$ cat config.mk
export PLATFORM = sky130hd
export DESIGN_NAME = morse2ascii_rx_flat
export DESIGN_NICKNAME = d
export VERILOG_FILES = /design/src/rtl/morse2ascii_rx_if.sv /design/src/rtl/morse2ascii_rx.sv /design/src/flat_wrapper.sv
export SDC_FILE = /design/constraint.sdc
export NUM_CORES = 1
export LEC_CHECK = 0
export CAP_MARGIN = 20
export CORE_UTILIZATION = 55
export CTS_CLUSTER_DIAMETER = 30
export CTS_CLUSTER_SIZE = 20
export DETAILED_ROUTE_END_ITERATION = 6
export DONT_BUFFER_PORTS = 1
export GPL_ROUTABILITY_DRIVEN = 0
export PLACE_DENSITY_LB_ADDON = 0.1
export SETUP_SLACK_MARGIN = 0.15
export SLEW_MARGIN = 30
export SYNTH_ARGS = -nofsm -noshare
export SYNTH_HDL_FRONTEND = slang
export SYNTH_SLANG_ARGS = --single-unit
$ cat constraint.sdc
create_clock -name clk -period 2.1 [get_ports clk]
set_clock_uncertainty 0.05 [all_clocks]
set_input_delay 0.42 -clock clk [delete_from_list [all_inputs] [get_ports clk]]
set_output_delay 0.42 -clock clk [all_outputs]
set_load 0.1 [all_outputs]
$ cat src/rtl/morse2ascii_rx_if.sv
// Character output channel of the Morse receiver: decoded ASCII, symbol word,
// error qualifier and sticky overrun, with a valid/ready handshake.
interface morse2ascii_rx_if;
   logic [7:0]  ascii;
   logic [23:0] morse;
   logic        ascii_valid;
   logic        ascii_ready;
   logic        err;
   logic        overrun;

   modport master (
      output ascii,
      output morse,
      output ascii_valid,
      output err,
      output overrun,
      input  ascii_ready
   );

   modport slave (
      input  ascii,
      input  morse,
      input  ascii_valid,
      input  err,
      input  overrun,
      output ascii_ready
   );
endinterface

$ cat src/rtl/morse2ascii_rx.sv
// Morse receiver: times marks/gaps on a keyed line, rebuilds the symbol word and decodes it to ASCII.
// Optional build macro MORSE_RX_DEGLITCH_EN adds a stability filter on the synchronized key.
module morse2ascii_rx #(
   parameter int unsigned UNIT_CYCLES = 4
`ifdef MORSE_RX_DEGLITCH_EN
   , parameter int unsigned DEGLITCH_CYCLES = 2
`endif
) (
   input  logic                   clk,
   input  logic                   rst,
   input  logic                   key,
   morse2ascii_rx_if.master       sink
);
   localparam int unsigned DASH_MIN   = 2 * UNIT_CYCLES;
   localparam int unsigned LETTER_GAP = 2 * UNIT_CYCLES;
   localparam int unsigned WORD_GAP   = 5 * UNIT_CYCLES;
   localparam int unsigned CW         = $clog2(WORD_GAP + 1);
   localparam logic [CW-1:0] DASH_MIN_C   = CW'(DASH_MIN);
   localparam logic [CW-1:0] LETTER_GAP_C = CW'(LETTER_GAP);
   localparam logic [CW-1:0] WORD_GAP_C   = CW'(WORD_GAP);

   typedef enum logic [1:0] {IDLE, MARK, SPACE, WORDGAP} state_t;

   logic [1:0]    sync;
   logic          k_s;
   state_t        state_q, state_d;
   logic [CW-1:0] mark_cnt, gap_cnt;
   logic [23:0]   sym, sym_last;
   logic [7:0]    code, dec;
   logic [3:0]    sym_n;
   logic          too_long, dec_err, is_dash;
   logic          mark_start, append, emit_letter, emit_space, emit, load;

   always_ff @(posedge clk) begin
      if (rst) sync <= '0;
      else     sync <= {sync[0], key};
   end

`ifdef MORSE_RX_DEGLITCH_EN
   localparam int unsigned DW = $clog2(DEGLITCH_CYCLES + 1);
   logic [DW-1:0] dg_cnt;
   logic          k_f;

   // Level is accepted only after DEGLITCH_CYCLES consecutive differing samples.
   always_ff @(posedge clk) begin
      if (rst) begin
         k_f    <= 1'b0;
         dg_cnt <= '0;
      end else if (sync[1] == k_f) begin
         dg_cnt <= '0;
      end else if (dg_cnt == DW'(DEGLITCH_CYCLES - 1)) begin
         k_f    <= sync[1];
         dg_cnt <= '0;
      end else begin
         dg_cnt <= dg_cnt + 1'b1;
      end
   end
   assign k_s = k_f;
`else
   assign k_s = sync[1];
`endif

   always_ff @(posedge clk) begin
      if (rst) state_q <= IDLE;
      else     state_q <= state_d;
   end

   always_comb begin
      state_d     = state_q;
      mark_start  = 1'b0;
      append      = 1'b0;
      emit_letter = 1'b0;
      emit_space  = 1'b0;
      case (state_q)
         IDLE: if (k_s) begin
            state_d    = MARK;
            mark_start = 1'b1;
         end
         MARK: if (!k_s) begin
            state_d = SPACE;
            append  = 1'b1;
         end
         // A mark arriving on the emit cycle starts the next letter without losing its first cycle.
         SPACE: if (gap_cnt == LETTER_GAP_C) begin
            emit_letter = 1'b1;
            state_d     = k_s ? MARK : WORDGAP;
            mark_start  = k_s;
         end else if (k_s) begin
            state_d    = MARK;
            mark_start = 1'b1;
         end
         WORDGAP: if (k_s) begin
            state_d    = MARK;
            mark_start = 1'b1;
         end else if (gap_cnt == WORD_GAP_C) begin
            emit_space = 1'b1;
            state_d    = IDLE;
         end
         default: state_d = IDLE;
      endcase
   end

   assign is_dash = (mark_cnt >= DASH_MIN_C);

   always_ff @(posedge clk) begin
      if (rst) begin
         mark_cnt <= '0;
         gap_cnt  <= '0;
      end else begin
         if (mark_start)
            mark_cnt <= CW'(1);
         else if (state_q == MARK && k_s && mark_cnt != WORD_GAP_C)
            mark_cnt <= mark_cnt + 1'b1;
         if (append)
            gap_cnt <= '0;
         else if ((state_q == SPACE || state_q == WORDGAP) && !k_s && gap_cnt != WORD_GAP_C)
            gap_cnt <= gap_cnt + 1'b1;
      end
   end

   // sym holds the encoder-format word; code keeps dashes as 1s, first symbol most significant.
   always_ff @(posedge clk) begin
      if (rst || emit_letter) begin
         sym      <= '0;
         code     <= '0;
         sym_n    <= '0;
         too_long <= 1'b0;
      end else if (append) begin
         if (sym_n == 4'd8) begin
            too_long <= 1'b1;
         end else begin
            for (int unsigned i = 0; i < 8; i++)
               if (4'(i) == sym_n) sym[23-3*i -: 3] <= is_dash ? 3'b011 : 3'b010;
            code  <= {code[6:0], is_dash};
            sym_n <= sym_n + 1'b1;
         end
      end
   end

   always_comb begin
      sym_last = sym;
      for (int unsigned i = 0; i < 8; i++)
         if (4'(i + 1) == sym_n) sym_last[23-3*i] = 1'b1;
   end

   always_comb begin
      case ({sym_n, code})
         {4'd2, 8'b01}:     dec = 8'h41;  {4'd4, 8'b1000}:   dec = 8'h42;  {4'd4, 8'b1010}:   dec = 8'h43;
         {4'd3, 8'b100}:    dec = 8'h44;  {4'd1, 8'b0}:      dec = 8'h45;  {4'd4, 8'b0010}:   dec = 8'h46;
         {4'd3, 8'b110}:    dec = 8'h47;  {4'd4, 8'b0000}:   dec = 8'h48;  {4'd2, 8'b00}:     dec = 8'h49;
         {4'd4, 8'b0111}:   dec = 8'h4A;  {4'd3, 8'b101}:    dec = 8'h4B;  {4'd4, 8'b0100}:   dec = 8'h4C;
         {4'd2, 8'b11}:     dec = 8'h4D;  {4'd2, 8'b10}:     dec = 8'h4E;  {4'd3, 8'b111}:    dec = 8'h4F;
         {4'd4, 8'b0110}:   dec = 8'h50;  {4'd4, 8'b1101}:   dec = 8'h51;  {4'd3, 8'b010}:    dec = 8'h52;
         {4'd3, 8'b000}:    dec = 8'h53;  {4'd1, 8'b1}:      dec = 8'h54;  {4'd3, 8'b001}:    dec = 8'h55;
         {4'd4, 8'b0001}:   dec = 8'h56;  {4'd3, 8'b011}:    dec = 8'h57;  {4'd4, 8'b1001}:   dec = 8'h58;
         {4'd4, 8'b1011}:   dec = 8'h59;  {4'd4, 8'b1100}:   dec = 8'h5A;
         {4'd5, 8'b11111}:  dec = 8'h30;  {4'd5, 8'b01111}:  dec = 8'h31;  {4'd5, 8'b00111}:  dec = 8'h32;
         {4'd5, 8'b00011}:  dec = 8'h33;  {4'd5, 8'b00001}:  dec = 8'h34;  {4'd5, 8'b00000}:  dec = 8'h35;
         {4'd5, 8'b10000}:  dec = 8'h36;  {4'd5, 8'b11000}:  dec = 8'h37;  {4'd5, 8'b11100}:  dec = 8'h38;
         {4'd5, 8'b11110}:  dec = 8'h39;
         {4'd6, 8'b010010}: dec = 8'h22;  {4'd6, 8'b011110}: dec = 8'h27;  {4'd5, 8'b10110}:  dec = 8'h28;
         {4'd6, 8'b101101}: dec = 8'h29;  {4'd5, 8'b01010}:  dec = 8'h2B;  {4'd6, 8'b110011}: dec = 8'h2C;
         {4'd6, 8'b100001}: dec = 8'h2D;  {4'd6, 8'b010101}: dec = 8'h2E;  {4'd5, 8'b10010}:  dec = 8'h2F;
         {4'd6, 8'b111000}: dec = 8'h3A;  {4'd5, 8'b10001}:  dec = 8'h3D;  {4'd6, 8'b001100}: dec = 8'h3F;
         {4'd6, 8'b011010}: dec = 8'h40;
         default:           dec = 8'h00;
      endcase
   end

   assign dec_err = too_long || (dec == 8'h00);
   assign emit    = emit_letter || emit_space;
   assign load    = emit && (!sink.ascii_valid || sink.ascii_ready);

   always_ff @(posedge clk) begin
      if (rst) begin
         sink.ascii       <= '0;
         sink.morse       <= '0;
         sink.err         <= 1'b0;
         sink.ascii_valid <= 1'b0;
         sink.overrun     <= 1'b0;
      end else begin
         if (load) begin
            sink.ascii       <= emit_letter ? (dec_err ? 8'h00 : dec) : 8'h20;
            sink.morse       <= emit_letter ? sym_last : 24'h000100;
            sink.err         <= emit_letter && dec_err;
            sink.ascii_valid <= 1'b1;
         end else if (sink.ascii_valid && sink.ascii_ready) begin
            sink.ascii_valid <= 1'b0;
         end
         if (emit && sink.ascii_valid && !sink.ascii_ready)
            sink.overrun <= 1'b1;
      end
   end
endmodule

$ cat src/flat_wrapper.sv
// flat-port wrapper written by rule: the top's interface ports become plain ports
module morse2ascii_rx_flat 
#(
   parameter int unsigned UNIT_CYCLES = 4

)
  (clk, rst, key, sink_ascii, sink_morse, sink_ascii_valid, sink_err, sink_overrun, sink_ascii_ready);
  morse2ascii_rx_if sink_i ();
  input  logic clk;
  input  logic rst;
  input  logic key;
  output wire logic [$bits(sink_i.ascii)-1:0] sink_ascii;
  output wire logic [$bits(sink_i.morse)-1:0] sink_morse;
  output wire logic [$bits(sink_i.ascii_valid)-1:0] sink_ascii_valid;
  output wire logic [$bits(sink_i.err)-1:0] sink_err;
  output wire logic [$bits(sink_i.overrun)-1:0] sink_overrun;
  input wire logic [$bits(sink_i.ascii_ready)-1:0] sink_ascii_ready;
  assign sink_ascii = sink_i.ascii;
  assign sink_morse = sink_i.morse;
  assign sink_ascii_valid = sink_i.ascii_valid;
  assign sink_err = sink_i.err;
  assign sink_overrun = sink_i.overrun;
  assign sink_i.ascii_ready = sink_ascii_ready;
  morse2ascii_rx #(.UNIT_CYCLES(UNIT_CYCLES)) u_core (.clk(clk), .rst(rst), .key(key), .sink(sink_i));
endmodule
After elaboration in Yosys (flattened, before gate mapping) --
Index checks and enable logic that the tools add are counted.
Storage, ports and cells: input bits 4, logic and storage cells 163, register bits 86, output and inout port bits 35
Cells by class: reductions and logical operators 36, multiplexer cells 34, eq/ne operators 67, bitwise operators 1, add/sub/neg operators 3, magnitude comparators 1
Operators by type and width (count):
- 12-bit by 11-bit equality test with 1-bit output, second input constant | 35
- 7-bit case mux with 49 select lines | 1
- 12-bit by 10-bit equality test with 1-bit output, second input constant | 12
- 12-bit by 9-bit equality test with 1-bit output, second input constant | 2
- 24-bit two-way mux | 1
- 3-bit AND reduction | 8
- 1-bit two-way mux | 22
- 3-bit by 4-bit equality test with 1-bit output, first input constant | 4
- 2-bit two-way mux | 6
- 5-bit by 1-bit adder with 5-bit output, second input constant | 2
- 5-bit inequality test, second input constant | 2
- 1-bit logical AND | 9
- 2-bit by 4-bit equality test with 1-bit output, first input constant | 2
- 8-bit logical NOT | 1
- 8-bit two-way mux | 1
- 2-bit case mux with 4 select lines | 1
- 7-bit two-way mux | 1
- 2-bit AND reduction | 3
- 2-bit OR reduction | 3
- 5-bit by 4-bit equality test with 1-bit output, second input constant | 1
- 5-bit equality test, second input constant | 1
- 5-bit by 4-bit >= comparator with 1-bit output, second input constant | 1
- 1-bit logical OR | 5
- 4-bit by 1-bit adder with 4-bit output, second input constant | 1
- 13 further kinds | 17

Logic depth before layout (Yosys ltp) --
word-level depth 7, mapped depth 10, mapped depth without buffers 8

Worst setup path after synthesis --
Ideal clock, no wire load.
kind register -> register, start register u_core.sink.ascii_valid, end register u_core.sink.morse[12], period minus slack after synthesis 2019 ps, stages on the path, launching flop included 6, slack 81 ps, arrival time 1841 ps, path buffers 1, library setup time 128 ps, cells stage by stage dfxtp_1 nor2b_1 nor2_4 buf_2 a22oi_1 nor2_1
Between the ends: word-level cells in the longest chain between the ends 3
RTL lines:
- start: declaration | RTL line morse2ascii_rx_if.sv:14 | output ascii_valid,
- start signal: assignment | RTL line morse2ascii_rx.sv:179 | sink.ascii_valid <= 1'b0;
- start signal: assignment | RTL line morse2ascii_rx.sv:186 | sink.ascii_valid <= 1'b1;
- start signal: assignment | RTL line morse2ascii_rx.sv:188 | sink.ascii_valid <= 1'b0;
- 1-bit logical NOT | RTL line morse2ascii_rx.sv:172 | assign load = emit && (!sink.ascii_valid || sink.ascii_ready);
- 1-bit logical OR | RTL line morse2ascii_rx.sv:172
- 1-bit logical AND | RTL line morse2ascii_rx.sv:172
- end signal: assignment | RTL line morse2ascii_rx.sv:184 | sink.morse <= emit_letter ? sym_last : 24'h000100;
- end: declaration | RTL line morse2ascii_rx_if.sv:13 | output morse,
Every way passes these cells. A chain may end at the register's enable or synchronous reset.

Worst setup path after layout --
start register u_core.sym_n[1], end register u_core.sink.ascii[5]
Between the ends: word-level cells in the longest chain between the ends 6, elaborated cells between the ends (all ways) 54
RTL lines:
- start: declaration | RTL line morse2ascii_rx.sv:30 | logic [3:0] sym_n;
- start signal: assignment | RTL line morse2ascii_rx.sv:135 | sym_n <= sym_n + 1'b1;
- 12-bit by 11-bit equality test with 1-bit output, or another cell as far along | RTL line morse2ascii_rx.sv:147 | case ({sym_n, code})
- 7-bit case mux with 49 select lines * | RTL line morse2ascii_rx.sv:147
- 8-bit logical NOT | RTL line morse2ascii_rx.sv:170 | assign dec_err = too_long || (dec == 8'h00);
- 1-bit logical OR | RTL line morse2ascii_rx.sv:170
- 7-bit two-way mux * | RTL line morse2ascii_rx.sv:183 | sink.ascii <= emit_letter ? (dec_err ? 8'h00 : dec) : 8'h20;
- 8-bit two-way mux * | RTL line morse2ascii_rx.sv:183
- end signal: assignment | RTL line morse2ascii_rx.sv:183
- end: declaration | RTL line morse2ascii_rx_if.sv:12 | output ascii,
Mark *: on every way between the ends. The rest lies on a longest branch, timed or not.

==> impl_results.md <==
* Max Slew Vio Count at 0
* Wire per inst at 16.7 um
* HPWL after detailed placement at 7520 um
* Buffers on Ports at 0
* Starting density of the core at 58.0%
* DRT antenna net count at 0
* Synth Flop Type: dfxtp_1
* Status: finished, violations left
* Total wire length at 11,100 um
* Grt ovf at 0
* Core ar. at 6910 um2
* RSZ-0062 raised after global routing: yes
* Max-cap violations at 0
* Mapped Nets at 507
* Shortest period the worst path allows at 2.10 ns
* Clock root buffer: clkbuf_8
* CP Class: flip-flop to flip-flop
* Psw at 0.000708 W
* Total track usage at 29.2%
* Pin count of the biggest net entering global routing at 41
* Slowest cell on the critical path: o32ai_2
* Netlist Area Pre-Place at 4010 um2
* CTS buffer count at 9
* Clk slew on worst S/H paths at 0.09 ns
* Gate Count Post-Synth at 495
* DRC at 0
* CP Capture Type: flip-flop
* Async set-reset flop share out of synthesis at 0%
* Commonest non-fill, non-tap cell in the layout: buf_4
* Rel. slew slack at 63.8%
* CTS tree: done
* Die width at 87.3 um
* Final design utilization at 72.9%
* Post-Place Worst Slack at -0.0554 ns
* CTS Sinks at 77
* Max Freq at 0.476 GHz
* Reg power frac at 55.1%
* Drt pass-1 iters at 6
* First-pass GRT wire length at 17,200 um
* Layout fillers at 557
* IO Count at 39
* Setup TNS at -0.000908 ns
* Int Pwr at 0.00196 W
* Comb power frac at 3.7%
* # diodes at 0
* # nets final at 576
* Crit path max fanout at 5
* Violated checks: negative setup slack
* Drt via density at 6.03
* Sw frac at 26.5%
* Commonest cells after routing, fill and taps aside: buf_4, nor2_1, dfxtp_1
* Worst Path Arrival at 2.32 ns
* CTS Buffer Depth at 2
* Number of H-tree levels at 3
* DIE AREA at 7630 um2
* YS warnings at 0
* Crit-path cells: inv_1, ha_1, nand3b_1, o32ai_2, a31oi_2, nand3_2, nor3_2, a2111oi_4
* Via Count at 4,009
* Final Setup Violations at 1
* CP peak stage delay at 0.37 ns
* Fin. Hold Viols at 0
* Layout cells sized above 1 at 28.5%
* Worst hold path type: input pin to flip-flop
* CP startpoint kind: flip-flop
* Syn-to-layout area delta at 25.6%
* Worst-Skew Late Latency at 0.35 ns
* Worst-Margin Slew at 0.541 ns
* Starting DRT DRC Count at 376
* Cts hold-fix bufs at 0
* Yosys reg bits at 77
* Leakage at 1.93 nW
* Die H at 87.3 um
* EDFF count, synth at 0
* Post-synthesis sequential area ratio at 38.5%
* Vias in the first global route at 3,646
* CP top delay family: compound AO/OA/AOI/OAI gates
* Crit share post-route at 100%
* CP bufs+invs at 1
* Row count at 30
* Syn Area/Cell at 8.09 um2
* CP required at 2.32 ns
* Initial antenna violation count at 0
* Clock Power Share at 41.2%
* Power density cells at 531 nW/um2
* Cell variety after synth at 70
* Final worst-path setup slack at -0.000908 ns
* VDD IR max at 0.469 mV
-- layout make-up --
type,count,area (um2),share of cell area [%]
tap,96,120,2.39
multi-input combinational,369,2380,47.3
inverter,11,41.3,0.820
clock inverter,7,65.1,1.29
sequential,77,1560,31.0
clock buffer,9,124,2.46
timing repair buffer,96,744,14.8
-- state kept, by name (all words and copies together) (netlist names) --
name                     flops
u_core.sym                  16
u_core.sink.ascii            7
u_core.gap_cnt               5
u_core.sink.ascii_valid      1
u_core.too_long              1
u_core.sym_n                 4
u_core.sink.overrun          1
u_core.code                  8
u_core.state_q               2
u_core.sink.err              1
u_core.sync                  2
u_core.sink.morse           24
u_core.mark_cnt              5
-- synth_stat cells (all sizes together), types with 5 or more instances --
master / instances / area [um2]
nor2: 86 / 330
dfxtp: 77 / 1540
nand2: 51 / 191
a21oi: 29 / 145
buf: 23 / 134
a22oi: 21 / 158
o21ai: 16 / 83.8
clkbuf: 15 / 56.3
nand2b: 11 / 68.8
nor3: 11 / 65.1
a211oi: 10 / 75.1
inv: 10 / 37.5
nand3: 10 / 55.1
nor4: 9 / 62.6
ha: 8 / 100
nand3b: 8 / 60.1
xor2: 7 / 61.3
a2111oi: 6 / 91.3
a31oi: 6 / 37.5
a32oi: 6 / 52.6
nand4: 6 / 37.5
or2: 6 / 40.0
mux2i: 5 / 50.1
nor2b: 5 / 31.3
or3b: 5 / 43.8
-- kinds of logic after synthesis --
kind of cell | synth area share (%)
simple gates | 28.9
xor+xnor | 2.19
compound gates | 20.8
flops | 38.5
buf+inv | 5.78
fa+ha+maj | 2.50
other cells | 0.0936
mux | 1.25
-- power groups by stage --
stage	clock, W	sequential (W)	combinational, W
floorplan	0	0.00150	0.0000758
global placement	0	0.00151	0.0000914
detailed placement	0	0.00151	0.0000921
CTS	0.00112	0.00147	0.0000944
global route	0.00118	0.00147	0.000108
finish	0.00110	0.00147	0.0000989
-- worst paths after layout --
path	start	cells after the start	endpoint	slack (ns)
min reg2reg	u_core.sync[0]	1	u_core.sync[1]	0.40
max	u_core.sym_n[1]	8	u_core.sink.ascii[5]	-0.0009
min	rst	1	u_core.sink.ascii[5]	0.07
max reg2reg	u_core.sym_n[1]	8	u_core.sink.ascii[5]	-0.0009
-- stage by stage --
step	cells	power (W)	hold WS [ns]	instance area, um2
floorplan	495	0.00158	0.364	4010
global route	665	0.00276	0.0514	5030
detailed placement	640	0.00160	0.378	4600
finish	665	0.00267	0.0719	5030
global placement	640	0.00160	0.374	4600
CTS	659	0.00269	0.0538	4880
-- worst reg2reg max path: cells and delay by family (launching register included) --
kind / cells / cell delay [ns]
buffers and inverters: 1 / 0.11
AND/OR/NAND/NOR: 3 / 0.46
AO/OA/AOI/OAI: 3 / 0.83
flip-flops: 1 / 0.35
adder cells (fa/ha/maj): 1 / 0.21
-- metal layers --
metal | routed length, um | share of wire [%] | vias up | track usage [%]
met3 | 918 | 8.3 | 50 | 5.88
met4 | 378 | 3.4 | 0 | 14.2
met1 | 4750 | 43 | 1827 | 38.6
met2 | 5040 | 45 | 224 | 45.5
met5 | 0 | 0 | - | 0
li1 | - | - | 1908 | -
-- what timing repair did --
item	4_1_cts	5_1_grt
pin swaps	5	9
setup endpoints to repair	9	33
buffers inserted	3	6
resized for setup	19	26
(Power assumes the default switching activity.)
